## src/rtl/countdown_pkg.sv

```systemverilog
// rtl/countdown_pkg.sv - shared types, BCD limits and digit helpers for the countdown timer
package countdown_pkg;

  typedef enum logic [1:0] {IDLE, RUN, PAUSE, DONE} state_t;

  localparam logic [3:0] UNIT_MAX = 4'd9;
  localparam logic [3:0] TENS_MAX = 4'd5;
  localparam int DEFAULT_TICK_DIV = 100000000;

  // Clamp out-of-range digits so the counter never starts from an illegal mm:ss.
  function automatic logic [15:0] sanitize_bcd(input logic [15:0] v);
    logic [3:0] m1, m0, s1, s0;
    {m1, m0, s1, s0} = v;
    if (m1 > TENS_MAX) m1 = TENS_MAX;
    if (m0 > UNIT_MAX) m0 = UNIT_MAX;
    if (s1 > TENS_MAX) s1 = TENS_MAX;
    if (s0 > UNIT_MAX) s0 = UNIT_MAX;
    return {m1, m0, s1, s0};
  endfunction

  // mm:ss decrement; callers never pass 0000, so m1 needs no borrow.
  function automatic logic [15:0] bcd_dec(input logic [15:0] v);
    logic [3:0] m1, m0, s1, s0;
    {m1, m0, s1, s0} = v;
    if (s0 != 4'd0) begin
      s0 = s0 - 4'd1;
    end else begin
      s0 = UNIT_MAX;
      if (s1 != 4'd0) begin
        s1 = s1 - 4'd1;
      end else begin
        s1 = TENS_MAX;
        if (m0 != 4'd0) begin
          m0 = m0 - 4'd1;
        end else begin
          m0 = UNIT_MAX;
          m1 = m1 - 4'd1;
        end
      end
    end
    return {m1, m0, s1, s0};
  endfunction

endpackage

```

## src/rtl/tick_prescaler.sv

```systemverilog
// rtl/tick_prescaler.sv - clock divider producing a one-cycle step enable every TICK_DIV enabled cycles
module tick_prescaler
  import countdown_pkg::*;
#(
  parameter int TICK_DIV = DEFAULT_TICK_DIV,
  parameter int CNT_W    = 27
) (
  input  logic clk,
  input  logic rst_n,
  input  logic en,
  input  logic clr,
  output logic tick
);

  logic [CNT_W-1:0] cnt;
  logic             at_max;

  assign at_max = (cnt == CNT_W'(TICK_DIV - 1));
  assign tick   = en & ~clr & at_max;

  // Count holds while disabled so a paused second resumes where it left off.
  always_ff @(posedge clk) begin
    if (rst_n || clr) begin
      cnt <= '0;
    end else if (en) begin
      cnt <= at_max ? '0 : cnt + CNT_W'(1);
    end
  end

endmodule

```

## src/rtl/countdown_ctrl.sv

```systemverilog
// rtl/countdown_ctrl.sv - mm:ss countdown FSM with BCD decrementer; COUNTDOWN_BLINK_EN adds pause blinking
module countdown_ctrl
  import countdown_pkg::*;
#(
  parameter int TICK_DIV = DEFAULT_TICK_DIV,
  parameter int CNT_W    = 27
) (
  input  logic        clk,
  input  logic        rst_n,
  input  logic        start_pause,
  input  logic        clear,
  input  logic [15:0] preset,
  output logic [15:0] digits,
  output logic        running,
  output logic        done,
  output logic        tick,
  output logic        blank
);

  state_t      state, next_state;
  logic [15:0] preset_s;
  logic [15:0] digits_dec;
  logic [15:0] digits_d;
  logic        tick_d;
  logic        step;
  logic        pre_en;
  logic        pre_clr;

  assign preset_s   = sanitize_bcd(preset);
  assign digits_dec = bcd_dec(digits);
  assign pre_en     = (state == RUN);
  assign pre_clr    = clear || (state == IDLE) || (state == DONE);

  tick_prescaler #(
    .TICK_DIV(TICK_DIV),
    .CNT_W   (CNT_W)
  ) u_prescaler (
    .clk  (clk),
    .rst_n(rst_n),
    .en   (pre_en),
    .clr  (pre_clr),
    .tick (step)
  );

  always_ff @(posedge clk) begin
    if (rst_n) state <= IDLE;
    else       state <= next_state;
  end

  always_comb begin
    next_state = state;
    if (clear) begin
      next_state = IDLE;
    end else begin
      case (state)
        IDLE:    if (start_pause && preset_s != 16'h0000) next_state = RUN;
        // A final tick wins over a coincident pause request.
        RUN: begin
          if (step && digits_dec == 16'h0000) next_state = DONE;
          else if (start_pause)               next_state = PAUSE;
        end
        PAUSE:   if (start_pause) next_state = RUN;
        DONE:    if (start_pause) next_state = IDLE;
        default: next_state = IDLE;
      endcase
    end
  end

  always_comb begin
    digits_d = digits;
    tick_d   = 1'b0;
    running  = (state == RUN);
    done     = (state == DONE);
    if (state == IDLE || next_state == IDLE) begin
      digits_d = preset_s;
    end else if (state == RUN && step) begin
      digits_d = digits_dec;
      tick_d   = 1'b1;
    end
  end

  always_ff @(posedge clk) begin
    if (rst_n) begin
      digits <= 16'h0000;
      tick   <= 1'b0;
    end else begin
      digits <= digits_d;
      tick   <= tick_d;
    end
  end

`ifdef COUNTDOWN_BLINK_EN
  logic [CNT_W-1:0] half_cnt;
  logic             blank_q;

  // Restart the blink phase on every pause entry so the display is visible first.
  always_ff @(posedge clk) begin
    if (rst_n) begin
      half_cnt <= '0;
      blank_q  <= 1'b0;
    end else if (next_state == PAUSE && state != PAUSE) begin
      half_cnt <= '0;
      blank_q  <= 1'b0;
    end else if (next_state == PAUSE) begin
      if (half_cnt == CNT_W'(TICK_DIV / 2 - 1)) begin
        half_cnt <= '0;
        blank_q  <= ~blank_q;
      end else begin
        half_cnt <= half_cnt + CNT_W'(1);
      end
    end else begin
      half_cnt <= '0;
      blank_q  <= 1'b0;
    end
  end

  assign blank = blank_q;
`else
  assign blank = 1'b0;
`endif

endmodule

```

## config.mk

```make
export PLATFORM = sky130hd
export DESIGN_NAME = countdown_ctrl
export DESIGN_NICKNAME = d
export VERILOG_FILES = /design/src/rtl/countdown_pkg.sv /design/src/rtl/tick_prescaler.sv /design/src/rtl/countdown_ctrl.sv
export SDC_FILE = /design/constraint.sdc
export NUM_CORES = 1
export LEC_CHECK = 0
export BUFFER_PORTS_ARGS = -buffer_cell sky130_fd_sc_hd__buf_2
export CAP_MARGIN = 5
export CORE_MARGIN = 5
export CORE_UTILIZATION = 35
export CTS_CLUSTER_SIZE = 16
export DETAILED_ROUTE_END_ITERATION = 8
export GPL_ROUTABILITY_DRIVEN = 0
export PLACE_DENSITY_LB_ADDON = 0.05
export SYNTH_ARGS = -nofsm -noshare
export SYNTH_HDL_FRONTEND = slang
export SYNTH_SLANG_ARGS = --single-unit
```

## constraint.sdc

```tcl
create_clock -name clk -period 5.9 [get_ports clk]
set_input_delay 0.59 -clock clk [delete_from_list [all_inputs] [get_ports clk]]
set_output_delay 0.59 -clock clk [all_outputs]
set_load 0.01 [all_outputs]
```

---- Word-level counts from Yosys, hierarchy flattened ----
Cells that the tools add are included.
storage, ports and cells
  bits in registers ....................... 46
  bits of input ports ..................... 20
  output and inout port bits .............. 20
  logic and storage cells ................. 60
cells by class
  add/sub/neg operators ................... 5
  order comparisons ....................... 4
  equality and inequality tests ........... 4
  muxes and demuxes ....................... 24
  bitwise operators ....................... 3
  reductions and logical operators ........ 16
operators by type and width
  cell                                                           count
  2-to-1 mux 4 bit                                               13
  2-to-1 mux 16 bit                                              2
  adder 27 x 1 -> 27 bit, second input constant                  1
  equality test 27 bit, second input constant                    1
  2-to-1 mux 27 bit                                              1
  zero test 16 bit                                               1
  nonzero test 16 bit                                            1
  subtractor 4 x 1 -> 4 bit, second input constant               4
  2-to-1 mux 2 bit                                               6
  nonzero test 4 bit                                             3
  greater-than comparator 4 x 3 -> 1 bit, second input constant  2
  greater-than comparator 4 bit, second input constant           2
  case mux 2 bit (4 select lines)                                1
  equality test 2 bit, second input constant                     2
  zero test 2 bit                                                2
  logical OR 1 bit                                               4
  logical AND 1 bit                                              3
  bitwise AND 1 bit                                              2
  equality test 2 x 1 -> 1 bit, second input constant            1
  nonzero test 2 bit                                             1
  OR reduction 2 bit                                             1
  2-to-1 mux 1 bit                                               1
  inverter 1 bit                                                 1

---- Logic depth before layout (Yosys ltp) ----
  depth after elaboration ................. 13
  gate-level depth with buffers ........... 8
  depth with buffers taken out ............ 6

---- By module ----
From an unflattened synthesis, not the netlist that was laid out.
unflattened totals
  cell total of the unflattened synthesis .. 298
  area, all modules ....................... 2517.4 um^2
by module, submodules not included
  module          instances  cells each  area an instance (um^2)  seq. area each (um^2)
  tick_prescaler  1          153         1335.0                   540.5
  countdown_ctrl  1          145         1182.4                   380.4

---- Worst setup path before layout ----
OpenSTA, ideal clock, no wires.
  path type ............................... input to register
  start point ............................. input port clear
  end point ............................... register state[1]
  setup time .............................. 60 ps
  arrival time ............................ 1902 ps
  required time ........................... 5840 ps
  slack ................................... 3938 ps
  cell stages on the path ................. 6
  buffers on the path ..................... 1
  cell sequence ........................... clkbuf_1 > nor2b_1 > and4b_1 > or3b_1 > a2111oi_4 > o311a_1
between the ends
  word-level cells in the longest chain between the ends .. 9
RTL lines
  what                             RTL line              source
  start, declared                  countdown_ctrl.sv:11  input logic clear,
  logical OR 1 bit (2 in a row)    countdown_ctrl.sv:32  assign pre_clr = clear || (state == IDLE) || (state == DONE);
  inverter 1 bit                   tick_prescaler.sv:19  assign tick = en & ~clr & at_max;
  bitwise AND 1 bit (2 in a row)   tick_prescaler.sv:19
  logical AND 1 bit                countdown_ctrl.sv:59  if (step && digits_dec == 16'h0000) next_state = DONE;
  2-to-1 mux 2 bit                 countdown_ctrl.sv:59
  case mux 2 bit (4 select lines)  countdown_ctrl.sv:55  case (state)
  2-to-1 mux 2 bit (*)             countdown_ctrl.sv:52  if (clear) begin
  end signal, assigned             countdown_ctrl.sv:47  else state <= next_state;
  end, declared                    countdown_ctrl.sv:20  state_t state, next_state;
Mark *: on every way between the ends. The rest lies on a longest branch, timed or not.
A chain may end at the register's enable or synchronous reset.

---- Final worst setup path ----
  start point ............................. register state[0]
  end point ............................... register u_prescaler.cnt[14]
between the ends
  word-level cells in the longest chain between the ends .. 4
  elaborated cells between the ends (all ways) .. 6
  those cells by class .................... eq/ne: 2; reduce/logical: 4
RTL lines
  what                           RTL line              source
  zero test 2 bit                countdown_ctrl.sv:32
  logical OR 1 bit (2 in a row)  countdown_ctrl.sv:32
  logical OR 1 bit               tick_prescaler.sv:23  if (rst_n || clr) begin
  end signal, assigned           tick_prescaler.sv:26  cnt <= at_max ? '0 : cnt + CNT_W'(1);
  end, declared                  tick_prescaler.sv:15  logic [CNT_W-1:0] cnt;
Several ways; a longest one is shown, not always the timed one.

==> impl_results.md <==
- Deepest level of the CTS H-tree: 2
- Worst path required time: 6.05 ns
- Starting density of the core: 0.358
- List of most frequent post-synthesis cells: sky130_fd_sc_hd__dfxtp_1 (46), sky130_fd_sc_hd__nor2_1 (45), sky130_fd_sc_hd__xnor2_1 (23), sky130_fd_sc_hd__nand3_1 (20), sky130_fd_sc_hd__nor4_1 (18)
- Element type at the critical path start: register
- Source of the worst register-to-register timing path: state[0]$_SDFF_PP0_
- WL final: 6.85 mm
- Overflow left after global routing: 0
- Synth async-reset ratio: 0
- Yosys warnings: 0
- Number of storage elements in the synthesis netlist: 46
- Width of the die: 96.0 um
- Net count after synthesis: 336
- Fraction of post-synthesis cell area in the top cell type by area: 0.356
- Fraction of layout instances using a drive strength above 1: 0.159
- Buffers added on ports: 38
- VDD IR max: 0.000102 V
- Post-route clock period utilization: 0.437
- Synth Cell Area: 2590 um^2
- Summed area of non-filler cells in the final layout: 2940 um^2
- Number of filler instances in the final layout: 778
- Sequential cell area: 921 um^2
- Root buffer cell: sky130_fd_sc_hd__clkbuf_8
- Hold-critical path endpoint: u_prescaler.cnt[26]$_SDFFE_PP0P_
- Post-synth EDFFs: 0
- Post-DR wirelength/cell: 15.4 um
- Sum of negative setup slack: 0 ns
- Worst min-delay path category: reg -> reg
- Hold violation count in the final report: 0
- Hold Crit Depth: 2
- Count of pins on the block boundary: 40
- Comb power frac: 0.100
- Worst setup path category: reg -> reg
- Max-slew violations: 0
- Most frequent cell after synthesis: sky130_fd_sc_hd__dfxtp_1
- Maximum capacitance violations: 0
- Clock latency at the later pin of the worst-skew pair: 0.30 ns
- Power dissipated by switching net loads: 0.000160 W
- Number of iterations in the first detailed-routing pass: 4
- Core area: 7210 um^2
- Startpoint of the most critical hold path: u_prescaler.cnt[26]$_SDFFE_PP0P_
- Final-report setup violation count: 0
- Post-cts hold buffer count: 0
- Die footprint: 9210 um^2
- Nets: 367
- Sink Count: 46
- Worst Tran Pin Value: 1.07 ns
- Run status: finished clean
- Most used flip-flop cell after synthesis: sky130_fd_sc_hd__dfxtp_1
- Buffers from clock root to sink, at most: 2
- Total track usage: 0.162
- FF-to-FF setup slack: 3.32 ns
- DPL Wire Length: 5.10 mm
- Worst relative slew slack: 0.286
- Post-placement setup slack: 3.34 ns
- Crit Path Max Fanout: 27
- Height of the chip: 96.0 um
- Sequential-to-total area share from yosys stat: 0.356
- Clock-pin slew on the worst setup and hold paths: 0.09 ns
- Count of mapped cells out of synthesis: 314
- Unrepaired setup endpoints after global routing: no
- Post-CTS resize count: 0
- Pin count of the biggest net entering global routing: 28
- Overall power: 0.000629 W
- Worst reg2reg path endpoint: u_prescaler.cnt[14]$_SDFFE_PP0P_
- Relative contribution of sequential cells to total power: 0.520
- Wire length of the first global-routing pass: 11.6 mm
- Instance area at placement: 2830 um^2
- Row Count: 31
- Avg Inst Size Synth: 8.24 um^2
- CTS tree: yes
- Element type at the critical path end: register
- Register-to-Register Path Depth: 5
- Multi-input combinational cell area: 1540 um^2
- Setup Skew: 0.00392 ns
- Final worst slack: 3.32 ns
- Min Tclk post-route: 2.58 ns
- Reported leakage power: 0.988 nW
- Power Density: 214 nW/um^2
- Cts bufs inserted: 5
- Source of the critical timing path: state[0]$_SDFF_PP0_
- Vias in the first global route: 2262
- Vias/cell: 5.34
- # DRC: 0
- Top cell type by total area after synthesis: sky130_fd_sc_hd__dfxtp_1
- Area added between synthesis and finish: 13.5%
- Detailed Route Iter0 Violations: 111
- Arrival @ worst endpoint: 2.73 ns
- Antenna-violating nets left: 0
- Number of setup buffers added after CTS: 0
- Switching Fraction: 0.255
- Number of antenna violations at the first check in global routing: 0
- Clock Power Share: 0.380
- Smallest hold slack: 0.528 ns
- Unique masters post-synth: 58
- Via count: 2378
- Cell types with the largest area share after synthesis: sky130_fd_sc_hd__dfxtp_1 (36%), sky130_fd_sc_hd__xnor2_1 (7.8%), sky130_fd_sc_hd__nor2_1 (6.5%)
- Peak clock frequency supported by timing: 388 MHz
- Diode count: 0
- Design internal power: 0.000469 W
==> logic make-up (layout without fill, tap and decap cells) <==
kind of cell | Yosys count | after routing | synth area share
other | 1 | 1 | 0.00145
xor gates and xnor gates | 29 | 29 | 0.0982
and+or+nand+nor | 167 | 167 | 0.354
AOI/OAI and AO/OA | 37 | 37 | 0.116
buffers and inverters | 28 | 60 | 0.0489
DFF | 46 | 46 | 0.356
adders and majority gates | 2 | 2 | 0.00967
muxes | 4 | 4 | 0.0160
==> cell type report <==
cell class,instances,share of cell area
Multi-Input combinational cell,240,0.524
Sequential cell,46,0.314
Inverter,14,0.0179
Tap cell,99,0.0422
Timing Repair Buffer,38,0.0648
Clock inverter,2,0.0128
Clock buffer,6,0.0247
==> worst max-delay path, cell delays in order, from the launching register on <==
cell and delay [ns]:
sky130_fd_sc_hd__dfxtp_1 0.51, sky130_fd_sc_hd__and4b_1 0.46, sky130_fd_sc_hd__nand3_4 0.18, sky130_fd_sc_hd__or3_4 0.41, sky130_fd_sc_hd__nand3_1 0.73, sky130_fd_sc_hd__nor2_1 0.13
==> flip-flops by register name (all words and copies together), names as in the netlist <==
signal,count
digits,16
tick,1
state,2
u_prescaler.cnt,27
==> power by group through the flow <==
stage | Clock, W | Combinational (W) | Sequential (W)
final | 0.000239 | 0.0000630 | 0.000327
after global routing | 0.000262 | 0.0000709 | 0.000329
after CTS | 0.000248 | 0.0000630 | 0.000327
after detailed placement | 0 | 0.0000627 | 0.000335
after global placement | 0 | 0.0000634 | 0.000335
after floorplan | 0 | 0.0000370 | 0.000334
==> per-stage QoR <==
stage	instances	utilization
after floorplan	314	-
after global placement	437	0.392
after detailed placement	437	0.392
after CTS	445	0.407
after global routing	445	0.407
final	445	0.407
==> worst max path at each step <==
stage | end | depth (start not counted)
CTS | u_prescaler.cnt[14]$_SDFFE_PP0P_ | 6
detailed placement | digits[4]$_SDFFE_PP0P_ | 6
floorplan | state[1]$_SDFF_PP0_ | 6
global route | u_prescaler.cnt[24]$_SDFFE_PP0P_ | 5
global placement | digits[1]$_SDFFE_PP0P_ | 6
finish | u_prescaler.cnt[14]$_SDFFE_PP0P_ | 5
==> cells in the final DEF, fill, tap and decap left out, types with 4 or more instances in the layout <==
cell type,instances
sky130_fd_sc_hd__buf_2,38
sky130_fd_sc_hd__nor2b_1,4
sky130_fd_sc_hd__o21ai_0,6
sky130_fd_sc_hd__inv_1,14
sky130_fd_sc_hd__nand2_1,17
sky130_fd_sc_hd__o211ai_1,6
sky130_fd_sc_hd__nor2_1,45
sky130_fd_sc_hd__xor2_1,6
sky130_fd_sc_hd__clkbuf_8,5
sky130_fd_sc_hd__nor4_1,18
sky130_fd_sc_hd__and3_1,8
sky130_fd_sc_hd__dfxtp_1,46
sky130_fd_sc_hd__nand3b_1,5
sky130_fd_sc_hd__or3_1,5
sky130_fd_sc_hd__nand4_1,10
sky130_fd_sc_hd__nor3_1,14
sky130_fd_sc_hd__xnor2_1,23
sky130_fd_sc_hd__nand3_1,20
==> routing by layer <==
layer / vias up / track usage / share of wire
li1: 1198 / - / -
met1: 1119 / 0.240 / 0.51
met2: 55 / 0.236 / 0.43
met3: 6 / 0.0328 / 0.053
met4: 0 / 0.0415 / 0.0095
met5: - / 0 / 0
Power figures use the tool's default switching activity.
